===== src/rtl/alu_pipe.sv =====
// Two-stage pipelined 8-op ALU with zero flag; `ifdef ALU_FLAGS_EN adds carry/overflow outputs.
// Latency 2 cycles from accept to out_valid; 1 op/cycle when out_ready is held high.
// Full valid/ready backpressure: in_ready = !v1 | !v2 | out_ready, outputs hold while stalled.
module alu_pipe #(
  parameter int WIDTH = 32,
  parameter int OPW   = 3
) (
  input  logic             clk,
  input  logic             rst_n,
  input  logic             in_valid,
  output logic             in_ready,
  input  logic [OPW-1:0]   op,
  input  logic [WIDTH-1:0] a,
  input  logic [WIDTH-1:0] b,
  output logic             out_valid,
  input  logic             out_ready,
  output logic [WIDTH-1:0] y,
  output logic             zero
`ifdef ALU_FLAGS_EN
  ,
  output logic             carry,
  output logic             overflow
`endif
);

  logic             v1_q, v2_q;
  logic [WIDTH-1:0] a_q, b_q;
  logic [OPW-1:0]   op_q;
  logic [WIDTH-1:0] y_q;
  logic             zero_q;
  logic [WIDTH-1:0] y_d;
  logic [OPW+3:0]   op_ext;
  logic             adv1, adv2;

  assign adv2      = !v2_q || out_ready;
  assign adv1      = !v1_q || adv2;
  assign in_ready  = adv1;
  assign out_valid = v2_q;
  assign y         = y_q;
  assign zero      = zero_q;

  // Op values at or above 8 (only reachable when OPW > 3) produce zero.
  always_comb begin
    op_ext = '0;
    op_ext[OPW-1:0] = op_q;
    y_d = '0;
    if (op_ext[OPW+3:3] == '0) begin
      case (op_ext[2:0])
        3'd0:    y_d = a_q & b_q;
        3'd1:    y_d = a_q | b_q;
        3'd2:    y_d = a_q ^ b_q;
        3'd3:    y_d = ~(a_q | b_q);
        3'd4:    y_d = a_q + b_q;
        3'd5:    y_d = a_q - b_q;
        3'd6:    y_d[0] = $signed(a_q) < $signed(b_q);
        default: y_d[0] = a_q < b_q;
      endcase
    end
  end

`ifdef ALU_FLAGS_EN
  logic carry_q, overflow_q;
  logic carry_d, overflow_d;

  // Carry and overflow are recovered from the wrapped result rather than a wider adder.
  always_comb begin
    carry_d    = 1'b0;
    overflow_d = 1'b0;
    if (op_ext == (OPW+4)'(4)) begin
      carry_d    = y_d < a_q;
      overflow_d = (a_q[WIDTH-1] == b_q[WIDTH-1]) && (y_d[WIDTH-1] != a_q[WIDTH-1]);
    end else if (op_ext == (OPW+4)'(5)) begin
      carry_d    = a_q >= b_q;
      overflow_d = (a_q[WIDTH-1] != b_q[WIDTH-1]) && (y_d[WIDTH-1] != a_q[WIDTH-1]);
    end
  end

  assign carry    = carry_q;
  assign overflow = overflow_q;

  always_ff @(posedge clk or negedge rst_n) begin
    if (!rst_n) begin
      carry_q    <= 1'b0;
      overflow_q <= 1'b0;
    end else if (adv2 && v1_q) begin
      carry_q    <= carry_d;
      overflow_q <= overflow_d;
    end
  end
`endif

  always_ff @(posedge clk or negedge rst_n) begin
    if (!rst_n) begin
      v1_q   <= 1'b0;
      v2_q   <= 1'b0;
      a_q    <= '0;
      b_q    <= '0;
      op_q   <= '0;
      y_q    <= '0;
      zero_q <= 1'b0;
    end else begin
      if (adv1) begin
        v1_q <= in_valid;
        if (in_valid) begin
          a_q  <= a;
          b_q  <= b;
          op_q <= op;
        end
      end
      // y keeps its last value when nothing moves into stage 2.
      if (adv2) begin
        v2_q <= v1_q;
        if (v1_q) begin
          y_q    <= y_d;
          zero_q <= (y_d == '0);
        end
      end
    end
  end

endmodule


===== config.mk =====
export PLATFORM = sky130hd
export DESIGN_NAME = alu_pipe
export DESIGN_NICKNAME = d
export VERILOG_FILES = /design/src/rtl/alu_pipe.sv
export SDC_FILE = /design/constraint.sdc
export NUM_CORES = 1
export LEC_CHECK = 0
export CAP_MARGIN = 20
export CORE_MARGIN = 2
export CORE_UTILIZATION = 39
export DETAILED_ROUTE_END_ITERATION = 6
export PLACE_DENSITY = 0.71
export SLEW_MARGIN = 30
export SYNTH_ARGS = -nofsm -noshare
export SYNTH_HDL_FRONTEND = slang
export SYNTH_SLANG_ARGS = --single-unit

===== constraint.sdc =====
create_clock -name clk -period 3.67 [get_ports clk]
set_clock_uncertainty 0.1 [all_clocks]
set_input_delay 0.367 -clock clk [delete_from_list [all_inputs] [get_ports clk]]
set_output_delay 0.367 -clock clk [all_outputs]
set_load 0.005 [all_outputs]

### After elaboration in Yosys (flattened, before gate mapping)

Cells that the tools add are included.
Widths: inputs -> output; s select.

* mux-type cells: 2
* reductions and logical operators: 8
* equal/unequal tests: 6
* bitwise gates (word level): 4
* add/sub/neg operators: 2
* $lt $le $gt $ge: 2

Operators with widths (count)
* $pmux 31 s6: 1
* $lt 32x32->1: 2
* $add 32x32->32: 1
* $and 32x32->32: 1
* $logic_not 32->1: 1
* $not 32->32: 1
* $or 32x32->32: 1
* $sub 32x32->32: 1
* $xor 32x32->32: 1
* $eq 3x3->1 const B: 3
* $pmux 1 s7: 1
* $eq 3x2->1 const B: 2
* $reduce_and 2->1: 2
* $eq 3x1->1 const B: 1
* $logic_not 3->1: 1
* $logic_not 1->1: 2
* $logic_or 1x1->1: 2

* register bits: 102
* logic and storage cells: 31
* input bits: 71

### Logic depth before layout (Yosys ltp)

Gate-level depths: netlist (run 1).

* word-level depth: 4
* mapped depth: 15

### Least setup slack after synthesis (run 1)

OpenSTA, ideal clock, no wires.

* path type: reg-to-reg
* start: register a_q[0]
* end: register zero_q (netlist: zero)
* data required time: 3.478 ns
* period minus slack after synthesis: 3.396 ns
* cell stages (with the launch flop): 16
* arrival time: 3.204 ns
* setup time: 0.092 ns
* path buffers: 0
* path slack: 0.274 ns
* cell sequence: dfrtp_1 inv_1 ha_1 inv_1 fa_1 nor2b_1 o31ai_1 o221ai_1 xnor2_1 nor2_1 or4b_1 a2111oi_2 nand4_1 nor4_1 nand4_1 o31ai_2

* word-level cells in the longest chain between the ends: 4
* elaborated cells on any way between the ends: 11
* those cells by class: add/sub (2); order compare (2); mux (2); bitwise (4); reduce/logical (1)

Ends and longest elaborated chain
* start, declared: line 27 `logic [WIDTH-1:0] a_q, b_q;`
* start signal, assigned: line 96 `a_q <= '0;`
* start signal, assigned: line 105 `a_q <= a;`
* parallel branches: the longest is 3 deep, another holds $sub 32x32->32
* $logic_not 32->1 *: line 115 `zero_q <= (y_d == '0);`
* end signal, assigned: line 115
* end, declared: line 30 `logic zero_q;`

Every way passes the cells marked *.
A chain may end at the register's enable or synchronous reset.

### Worst setup path in the final report (run 1)

Same ends and word-level chain as after synthesis.

==> flow_summary_export.csv, run 1 <==
group,metric,value,unit
worst_hold_path,holdPathStages,2,
critical_path,r2r_start,"a_q[0]$_DFFE_PN0P_",
pwr,power_switching,2.84,mW
synth,syn-cell-area,0.00968,sq mm
routing,vias,9154,
floorplanning,die_y,162,um
synth,synth_edf_count,0,
floorplanning,die_x,162,um
grt,grt.overflow.total,0,
pwr,netSwitchingFraction,41.8,%
critical_path,slowest_stage,"a2111oi_1",
critical_path,cp.buffers_inverters,3,
grt,grt_pass1_vias,8877,
pwr,internal_power,3.96,mW
synth,synth-main-ff-cell,"dfrtp_1",
critical_path,r2r_slack,0.05,ns
sta,min_period_over_period,98.7,%
synth,yosysTopAreaCellShare,26.4,%
synth,synthCells,1129,
placement,io_buffers,105,
synth,syn_avg_cell_area,8.58,sq um
status,status,"finished, final reports clean",
routing,remaining_drc_errors,0,
sta,fmax,276,MHz
layout,syn_to_final_growth,29.6,%
cts,cts.sinks,102,
synth,synth_cell_types,83,
synth,async_flop_share,100,%
floorplanning,die_area,0.0261,sq mm
critical_path,critPathKind,"register to register",
critical_path,start_kind,"register",
floorplanning,core,0.0243,sq mm
sta,min_period,3.62,ns
routing,ant_nets,0,
cts,tritoncts,"done",
layout,seqCellArea,0.00256,sq mm
routing,wl_per_cell,17.7,um
critical_path,cp_max_fo,3,
pwr,peakVddDrop,0.000265,V
synth,ys_top_cells_by_area,"dfrtp_1 26%, ha_1 14%, mux2_2 8.7%",
placement,place_congestion,0.926,
sta,relSlewSlack,45.9,%
layout,multiInputGateArea,0.00668,sq mm
sta,setup_ws,0.0462,ns
sta,finalHoldViolations,0,
critical_path,worstPathRequired,3.82,ns
synth,syn-num-nets,1310,
synth,yosysSeqAreaShare,26.4,%
pwr,clkPwrFrac,15.7,%
routing,drt-initial-drc-count,708,
layout,drive_gt1_share,22.9,%
critical_path,crit_family,"compound AO/OA/AOI/OAI gates",
layout,diodes,0,
pwr,p_comb_share,61.2,%
worst_hold_path,hp-class,"register to register",
sta,rsz0062_at_grt,"yes",
critical_path,critPathMostFrequentCell,"buf_4",
placement,dpl.hpwl,22900,um
synth,ys_warn_count,0,
layout,final_util,51.6,%
layout,final_cell_mix,"147 x buf_4, 106 x ha_1, 104 x clkdlybuf4s50_1",
synth,ys_ff_latch,102,
layout,fill_cells,2309,
routing,firstDrtPassIters,5,
pwr,p_seq_share,23.1,%
floorplanning,num_rows,57,
floorplanning,start_util,39.8,%
cts,path_clk_slew,0.07,ns
pwr,p_leak,5.71,nW
placement,post-place-ws,-0.488,ns
pwr,total_power,6.80,mW
sta,tns,0,ns
grt,grt_use_total,22.7,%
cts,cts_made_buffers,9,
critical_path,cp-end-kind,"register",
grt,grt_pass1_wl,47300,um
critical_path,reg2reg_depth,16,
synth,yosysTopAreaCell,"dfrtp_1",
critical_path,cp_slowest_stage_delay,0.47,ns
routing,via_per_inst,5.52,
cts,cts-root-buf,"clkbuf_16",
grt,grt_max_degree,67,
sta,setup_viol_count_final,0,
cts,clock_latency,0.36,ns
cts,htreeDepth,3,
sta,drv_slew,0,
worst_hold_path,hold_end,"y[29]$_DFFE_PN0P_",
routing,drt_wl_total,29400,um
layout,layout_commonest_cell,"buf_4",
critical_path,crit_arrival,3.77,ns
floorplanning,ios,106,
critical_path,r2r_end,"zero$_DFFE_PN0P_",
grt,antenna_found_initial,0,
cts,clk_path_buf_depth,2,
sta,worst_hold_slack,0.387,ns
job,drv_cap,0,
layout,final_nets,1510,
sta,worst_pin_slew,0.810,ns
worst_hold_path,hold_start,"y[29]$_DFFE_PN0P_",
pwr,p_per_area,542,mW/mm^2
critical_path,crit_chain,"buf_4, ha_2, inv_2, fa_2, nand2b_4, a21oi_2, o31a_1, a2111oi_4, buf_4, o21ai_2, a41oi_2, o211a_1, a2111oi_1, a211oi_2, nand3_1, o31ai_2",
==> final cells by class <==
class / instances / share of cell area [%]
Multi-Input combinational cell: 860 / 53.2
Sequential cell: 102 / 20.4
Clock inverter: 5 / 0.648
Tap cell: 324 / 3.23
Clock buffer: 11 / 1.93
Timing Repair Buffer: 255 / 17.6
Inverter: 101 / 3.02
==> state kept, by name, indices dropped and copies added, names as in the netlist <==
name	cells
op_q	3
a_q	32
b_q	32
v1_q	1
out_valid	1
zero	1
y	32
==> timing repair <==
action / CTS / global route
endpoints found under the hold margin: 0 / 64
setup endpoints to repair: 6 / 7
resized for setup: 24 / 30
buffers inserted: 3 / 3
pin swaps: 13 / 20
gates cloned: 0 / 0
hold buffers: 0 / 1
==> cells by family after synthesis <==
family          share of synthesized area, %
fa+ha+maj                               14.4
buf+inv                                 7.00
mux                                     12.0
compound gates                          21.4
xor+xnor                                4.34
simple gates                            14.5
flops                                   26.4
==> power groups by stage <==
stage | Sequential (mW) | Clock (mW) | Combinational, mW
global placement | 1.58 | 0 | 3.89
floorplan | 1.57 | 0 | 2.31
global route | 1.61 | 1.13 | 4.53
finish | 1.57 | 1.07 | 4.16
detailed placement | 1.60 | 0 | 3.92
CTS | 1.57 | 1.09 | 4.03
==> synth_stat cells (4+ instances only) <==
master / instances
nor2_1: 83
o311ai_0: 5
a22oi_1: 8
nor4_1: 6
and3_1: 6
a211o_1: 5
nand2b_1: 14
o21ai_1: 5
a31oi_1: 12
a32oi_1: 8
nand3_1: 12
nand2_1: 88
and2_1: 4
inv_1: 99
o31ai_1: 9
o22ai_1: 5
a21oi_1: 76
o21a_1: 6
ha_1: 108
nor3_1: 20
o21bai_1: 4
o311a_1: 5
xnor2_1: 31
o211ai_1: 13
nor2b_1: 17
mux2_2: 75
or2_2: 4
mux2i_1: 32
nand4_1: 13
or3_1: 5
buf_2: 23
dfrtp_1: 102
xor2_1: 17
a2111oi_0: 4
a221oi_1: 5
a211oi_1: 12
o21ai_0: 63
o221ai_1: 4
a21o_1: 12
clkbuf_1: 38
o31a_1: 5
==> worst min-delay path, stage by stage (launching register included) <==
cell and delay [ns]:
dfrtp_1 0.35, nand2_1 0.05, o21ai_0 0.06
==> how the worst max path moves through the flow <==
stage / start / end / cells after the start
global placement: a_q[0]$_DFFE_PN0P_ / zero$_DFFE_PN0P_ / 16
floorplan: a_q[0]$_DFFE_PN0P_ / zero$_DFFE_PN0P_ / 15
global route: a_q[0]$_DFFE_PN0P_ / zero$_DFFE_PN0P_ / 15
finish: a_q[0]$_DFFE_PN0P_ / zero$_DFFE_PN0P_ / 16
detailed placement: a_q[0]$_DFFE_PN0P_ / zero$_DFFE_PN0P_ / 16
CTS: a_q[3]$_DFFE_PN0P_ / zero$_DFFE_PN0P_ / 15
==> metrics by stage <==
stage	cells	area, sq um
4_1_cts	1654	12400
2_1_floorplan	1129	9680
3_5_place_dp	1635	11900
5_1_grt	1658	12500
3_3_place_gp	1635	11900
6_report	1658	12500
==> per-layer routing <==
layer | up-vias | GRT usage, % | part of all wire (%)
li1 | 4418 | - | -
met1 | 4342 | 31.3 | 45
met2 | 355 | 37.0 | 46
met3 | 39 | 3.03 | 7.0
met4 | 0 | 7.02 | 2.2
met5 | - | 0 | 0
No activity file was read; power rests on OpenSTA's default activity.
==> inputs of run 2 (changes only) <==
Settings changed: CTS_BUF_LIST set to sky130_fd_sc_hd__clkbuf_8.
Clock period 3.67 ns to 4.4 ns, I/O delays scaled along.
==> run 2 against run 1 <==
Against the previous run:
- die area stayed put
- maximum frequency is 13% lower
- sequential power shrank 14%
- setup slack better by 0.17 ns
- power is 28% lower
- critical path depth decreased by 3
- flip-flop and latch count stayed put
- clock-buffer cell count decreased by 2
- combinational power down 30%
- hold slack gained 0.0069 ns
- final cell count is 7.7% lower
==> flow_summary_export.csv, run 2 (synthesis results as in run 1) <==
group,metric,value,unit
pwr,p_leak,4.99,nW
layout,drive_gt1_share,11.6,%
critical_path,crit_family,"compound AO/OA/AOI/OAI gates",
routing,drt_wl_total,28500,um
sta,worst_pin_slew,0.912,ns
layout,multiInputGateArea,0.00646,sq mm
pwr,p_per_area,436,mW/mm^2
layout,fill_cells,2361,
critical_path,cp.buffers_inverters,1,
sta,relSlewSlack,39.0,%
pwr,clkPwrFrac,13.2,%
grt,grt.overflow.total,0,
grt,grt_max_degree,63,
critical_path,cp_slowest_stage_delay,0.58,ns
layout,final_nets,1383,
cts,htreeDepth,3,
floorplanning,start_util,39.8,%
routing,ant_nets,0,
critical_path,cp_max_fo,13,
placement,dpl.hpwl,21800,um
floorplanning,ios,106,
layout,final_cell_mix,"108 x ha_1, 104 x clkdlybuf4s50_1, 100 x dfrtp_1",
sta,min_period_over_period,95.1,%
layout,layout_commonest_cell,"ha_1",
job,drv_cap,0,
pwr,internal_power,2.64,mW
pwr,power_switching,2.27,mW
sta,drv_slew,0,
grt,grt_pass1_wl,46000,um
layout,final_cells,1531,
placement,io_buffers,105,
pwr,p_comb_share,59.3,%
routing,drt-initial-drc-count,635,
routing,firstDrtPassIters,6,
grt,grt_pass1_vias,8466,
placement,place_congestion,0.961,
sta,min_period,4.18,ns
status,status,"finished, final reports clean",
critical_path,slowest_stage,"a311oi_1",
pwr,netSwitchingFraction,46.2,%
sta,fmax,239,MHz
cts,cts.sinks,102,
critical_path,worstPathRequired,4.63,ns
floorplanning,die_x,162,um
sta,finalHoldViolations,0,
cts,clk_path_buf_depth,2,
critical_path,critPathKind,"register to register",
floorplanning,die_y,162,um
grt,antenna_found_initial,0,
layout,diodes,0,
cts,cts_setup_buffers,0,
critical_path,start_kind,"register",
cts,path_clk_slew,0.13,ns
floorplanning,num_rows,57,
grt,grt_use_total,22.0,%
cts,cts-root-buf,"clkbuf_8",
sta,setup_viol_count_final,0,
routing,remaining_drc_errors,0,
layout,seqCellArea,0.00255,sq mm
sta,tns,0,ns
critical_path,cp-end-kind,"register",
layout,syn_to_final_growth,16.2,%
cts,clock_latency,0.41,ns
routing,wl_per_cell,18.6,um
critical_path,crit_chain,"inv_1, ha_1, or3_1, or2_0, a311oi_1, o21ba_2, o21ai_1, o211ai_1, a21boi_1, mux2i_1, a211oi_1, nand3_1, o31ai_2",
pwr,total_power,4.90,mW
floorplanning,die_area,0.0261,sq mm
floorplanning,core,0.0243,sq mm
routing,vias,8613,
cts,tritoncts,"done",
pwr,peakVddDrop,0.000197,V
critical_path,crit_arrival,4.42,ns
placement,place_inst,1514,
sta,rsz0062_at_grt,"no",
pwr,p_seq_share,27.5,%
worst_hold_path,hp-class,"register to register",
cts,cts_made_buffers,9,
routing,via_per_inst,5.63,
## run 2: cell types whose count changed in the layout (fill, tap and decap cells not counted), moves of 4 or more
cell / change
buf_4: -126
a21oi_2: -5
o21ai_0: +4
a21oi_1: +5
inv_2: -5
inv_1: +5
clkbuf_16: -9
clkbuf_8: +8
## run 2: through the flow
| step | area, sq um | setup slack (ns) | util [%] | hold slack, ns |
|---|---|---|---|---|
| 6_report | 11300 | 0.216 | 46.3 | 0.394 |
| 5_1_grt | 11300 | 0.0228 | 46.3 | 0.438 |
| 4_1_cts | 11300 | 0.299 | 46.3 | 0.399 |
| 3_3_place_gp | 11000 | 0.362 | 45.4 | 0.361 |
| 3_5_place_dp | 11000 | 0.334 | 45.4 | 0.364 |
| 2_1_floorplan | 9680 | 1.00 | - | 0.0444 |
## run 2: power by group through the flow
stage                     Sequential (mW)  Clock, mW  Combinational (mW)
final                                1.35      0.647                2.91
after global routing                 1.38      0.702                3.18
after CTS                            1.35      0.673                2.87
after detailed placement             1.37          0                2.85
after global placement               1.36          0                2.83
after floorplan                      1.31          0                1.93
## run 2: tightest hold or removal path, stage by stage (launching register included)
cell and delay, ns:
dfrtp_1 0.36, nand2_1 0.04, o21ai_0 0.06
## run 2: layout make-up
cell class | count | share of cell area (%)
Timing Repair Buffer | 128 | 11.1
Multi-Input combinational cell | 860 | 57.4
Tap cell | 324 | 3.60
Sequential cell | 102 | 22.7
Clock buffer | 9 | 1.10
Inverter | 101 | 3.37
Clock inverter | 7 | 0.767
## run 2: what timing repair did
action	4_1_cts	5_1_grt
hold buffers	1	0
gates resized for setup	0	2
setup endpoints to repair	0	1
endpoints found under the hold margin	40	0
## run 2: worst paths after layout
| path | from | endpoint | slack (ns) | cells after the start |
|---|---|---|---|---|
| setup / recovery | a_q[8]$_DFFE_PN0P_ | zero$_DFFE_PN0P_ | 0.22 | 13 |
| hold / removal | y[9]$_DFFE_PN0P_ | y[9]$_DFFE_PN0P_ | 0.39 | 2 |
| setup reg to reg | a_q[8]$_DFFE_PN0P_ | zero$_DFFE_PN0P_ | 0.22 | 13 |
| hold reg to reg | y[9]$_DFFE_PN0P_ | y[9]$_DFFE_PN0P_ | 0.39 | 2 |
| max in group asynchronous | rst_n | op_q[0]$_DFFE_PN0P_ | 3.04 | 3 |
| min in group asynchronous | rst_n | a_q[11]$_DFFE_PN0P_ | 0.43 | 2 |
## run 2: routing by layer
layer | GRT usage (%) | part of all wire (%) | up-vias
met4 | 6.57 | 2.7 | 0
met5 | 0 | 0 | -
met3 | 4.16 | 6.9 | 42
met1 | 30.9 | 46 | 4116
met2 | 34.5 | 44 | 303
li1 | - | - | 4152
==> inputs of run 3 (changes only) <==
Settings changed: REMOVE_ABC_BUFFERS set to 1.
==> run 3 against run 2 <==
Against the previous run:
- first-iteration DRC count grew 24%
- clock-buffer cell count is the same
- design area is essentially flat
- clock power grew 5.3%
- die area is the same
- setup slack gained 0.066 ns
- final cell count is essentially flat
- non-clock buffer count grew 1
- hold slack lost 0.0073 ns
- combinational power is essentially flat
- global-route usage shrank 0.19 points
==> flow_summary_export.csv, run 3 (synthesis results as in run 1) <==
group,metric,value,unit
cts,cts_setup_buffers,0,
pwr,peakVddDrop,0.000160,V
sta,worst_hold_slack,0.387,ns
grt,grt_pass1_wl,45200,um
worst_hold_path,holdPathStages,2,
critical_path,crit_arrival,4.33,ns
sta,drv_slew,0,
sta,min_period,4.12,ns
layout,syn_to_final_growth,16.3,%
critical_path,cp-end-kind,"register",
critical_path,r2r_slack,0.28,ns
grt,antenna_found_initial,0,
cts,cts.sinks,102,
grt,grt_max_degree,68,
critical_path,slowest_stage,"a221oi_1",
critical_path,worstPathRequired,4.61,ns
layout,diodes,0,
routing,wl_per_cell,18.5,um
sta,fmax,243,MHz
status,status,"finished, final reports clean",
worst_hold_path,hold_start,"y[1]$_DFFE_PN0P_",
critical_path,critPathLaunch,"a_q[0]$_DFFE_PN0P_",
routing,drt_wl_total,28300,um
cts,clock_latency,0.39,ns
layout,final_area,0.0113,sq mm
sta,setup_viol_count_final,0,
sta,finalHoldViolations,0,
grt,grt.overflow.total,0,
routing,remaining_drc_errors,0,
grt,grt_pass1_vias,8324,
critical_path,reg2reg_depth,15,
critical_path,cp_slowest_stage_delay,0.46,ns
critical_path,start_kind,"register",
pwr,p_leak,5.00,nW
layout,final_cells,1532,
sta,min_period_over_period,93.6,%
critical_path,cp_max_fo,3,
layout,final_cell_mix,"108 x ha_1, 104 x clkdlybuf4s50_1, 101 x inv_1",
routing,firstDrtPassIters,5,
cts,clk_path_buf_depth,2,
cts,cts_made_buffers,9,
job,drv_cap,0,
worst_hold_path,hp-class,"register to register",
sta,rsz0062_at_grt,"no",
sta,worst_pin_slew,0.940,ns
sta,relSlewSlack,37.1,%
pwr,total_power,4.93,mW
pwr,p_per_area,438,mW/mm^2
cts,path_clk_slew,0.10,ns
layout,drive_gt1_share,11.6,%
cts,tritoncts,"done",
sta,setup_ws,0.282,ns
floorplanning,die_x,162,um
grt,grt_use_total,21.9,%
layout,layout_commonest_cell,"ha_1",
critical_path,r2r_start,"a_q[0]$_DFFE_PN0P_",
layout,final_nets,1384,
floorplanning,start_util,39.8,%
critical_path,crit_chain,"inv_1, ha_1, inv_1, fa_1, nor2b_1, o211ai_1, a31oi_1, a311o_1, a221o_1, a31oi_1, a21boi_1, nor3_1, a221oi_1, nand4_1, o31ai_2",
routing,ant_nets,0,
routing,drt-initial-drc-count,790,
cts,cts-root-buf,"clkbuf_8",
routing,via_per_inst,5.65,
cts,htreeDepth,3,
placement,post-place-ws,0.342,ns
placement,dpl.hpwl,21400,um
routing,vias,8656,
placement,post_dp_cell_area,0.0110,sq mm
critical_path,critPathKind,"register to register",
floorplanning,core,0.0243,sq mm
placement,place_inst,1515,
floorplanning,die_y,162,um
floorplanning,num_rows,57,
floorplanning,ios,106,
placement,io_buffers,105,
placement,place_congestion,0.926,
floorplanning,die_area,0.0261,sq mm
-- run 3: where the power goes --
part	leakage, nW	internal [mW]	switching [mW]	total (mW)
Combinational	3.68	1.26	1.63	2.89
Clock	0.108	0.318	0.363	0.681
Sequential	1.21	1.15	0.212	1.36
Total	5.00	2.73	2.21	4.93
-- run 3: timing repair --
item / 4_1_cts / 5_1_grt
gates resized for setup: 0 / 1
endpoints found under the setup margin: 0 / 1
hold endpoints to repair: 0 / 54
hold buffers: 0 / 1
-- run 3: area by class of cell --
| class | count | area [sq um] |
|---|---|---|
| Inverter | 101 | 379 |
| Tap cell | 324 | 405 |
| Fill cell | 2384 | 13100 |
| Clock inverter | 7 | 91.3 |
| Sequential cell | 102 | 2560 |
| Timing Repair Buffer | 129 | 1250 |
| Multi-Input combinational cell | 860 | 6460 |
| Clock buffer | 9 | 124 |
-- run 3: worst paths after layout --
path / endpoint
setup reg to reg: zero$_DFFE_PN0P_
max in group asynchronous: b_q[19]$_DFFE_PN0P_
hold / removal: y[1]$_DFFE_PN0P_
min in group asynchronous: a_q[2]$_DFFE_PN0P_
setup / recovery: zero$_DFFE_PN0P_
hold reg to reg: y[1]$_DFFE_PN0P_
-- run 3: per-stage QoR --
step | utilization [%] | TNS (ns)
after floorplan | - | -0.594
after global placement | 45.4 | 0
after detailed placement | 45.4 | 0
after CTS | 46.3 | 0
after global routing | 46.3 | 0
final | 46.3 | 0
-- run 3: critical path: cells and delay by family (launching register included) --
kind	cells	cell delay [ns]
buf+inv	2	0.14
compound gates	8	2.44
simple gates	3	0.40
flops	1	0.41
fa+ha+maj	2	0.55
-- run 3: per-layer routing --
layer / GRT usage (%) / vias to the layer above / wire [um]
met5: 0 / - / 0
met4: 5.28 / 0 / 492
met3: 3.85 / 42 / 1920
met2: 34.9 / 326 / 12900
met1: 30.7 / 4138 / 13000
li1: - / 4150 / -
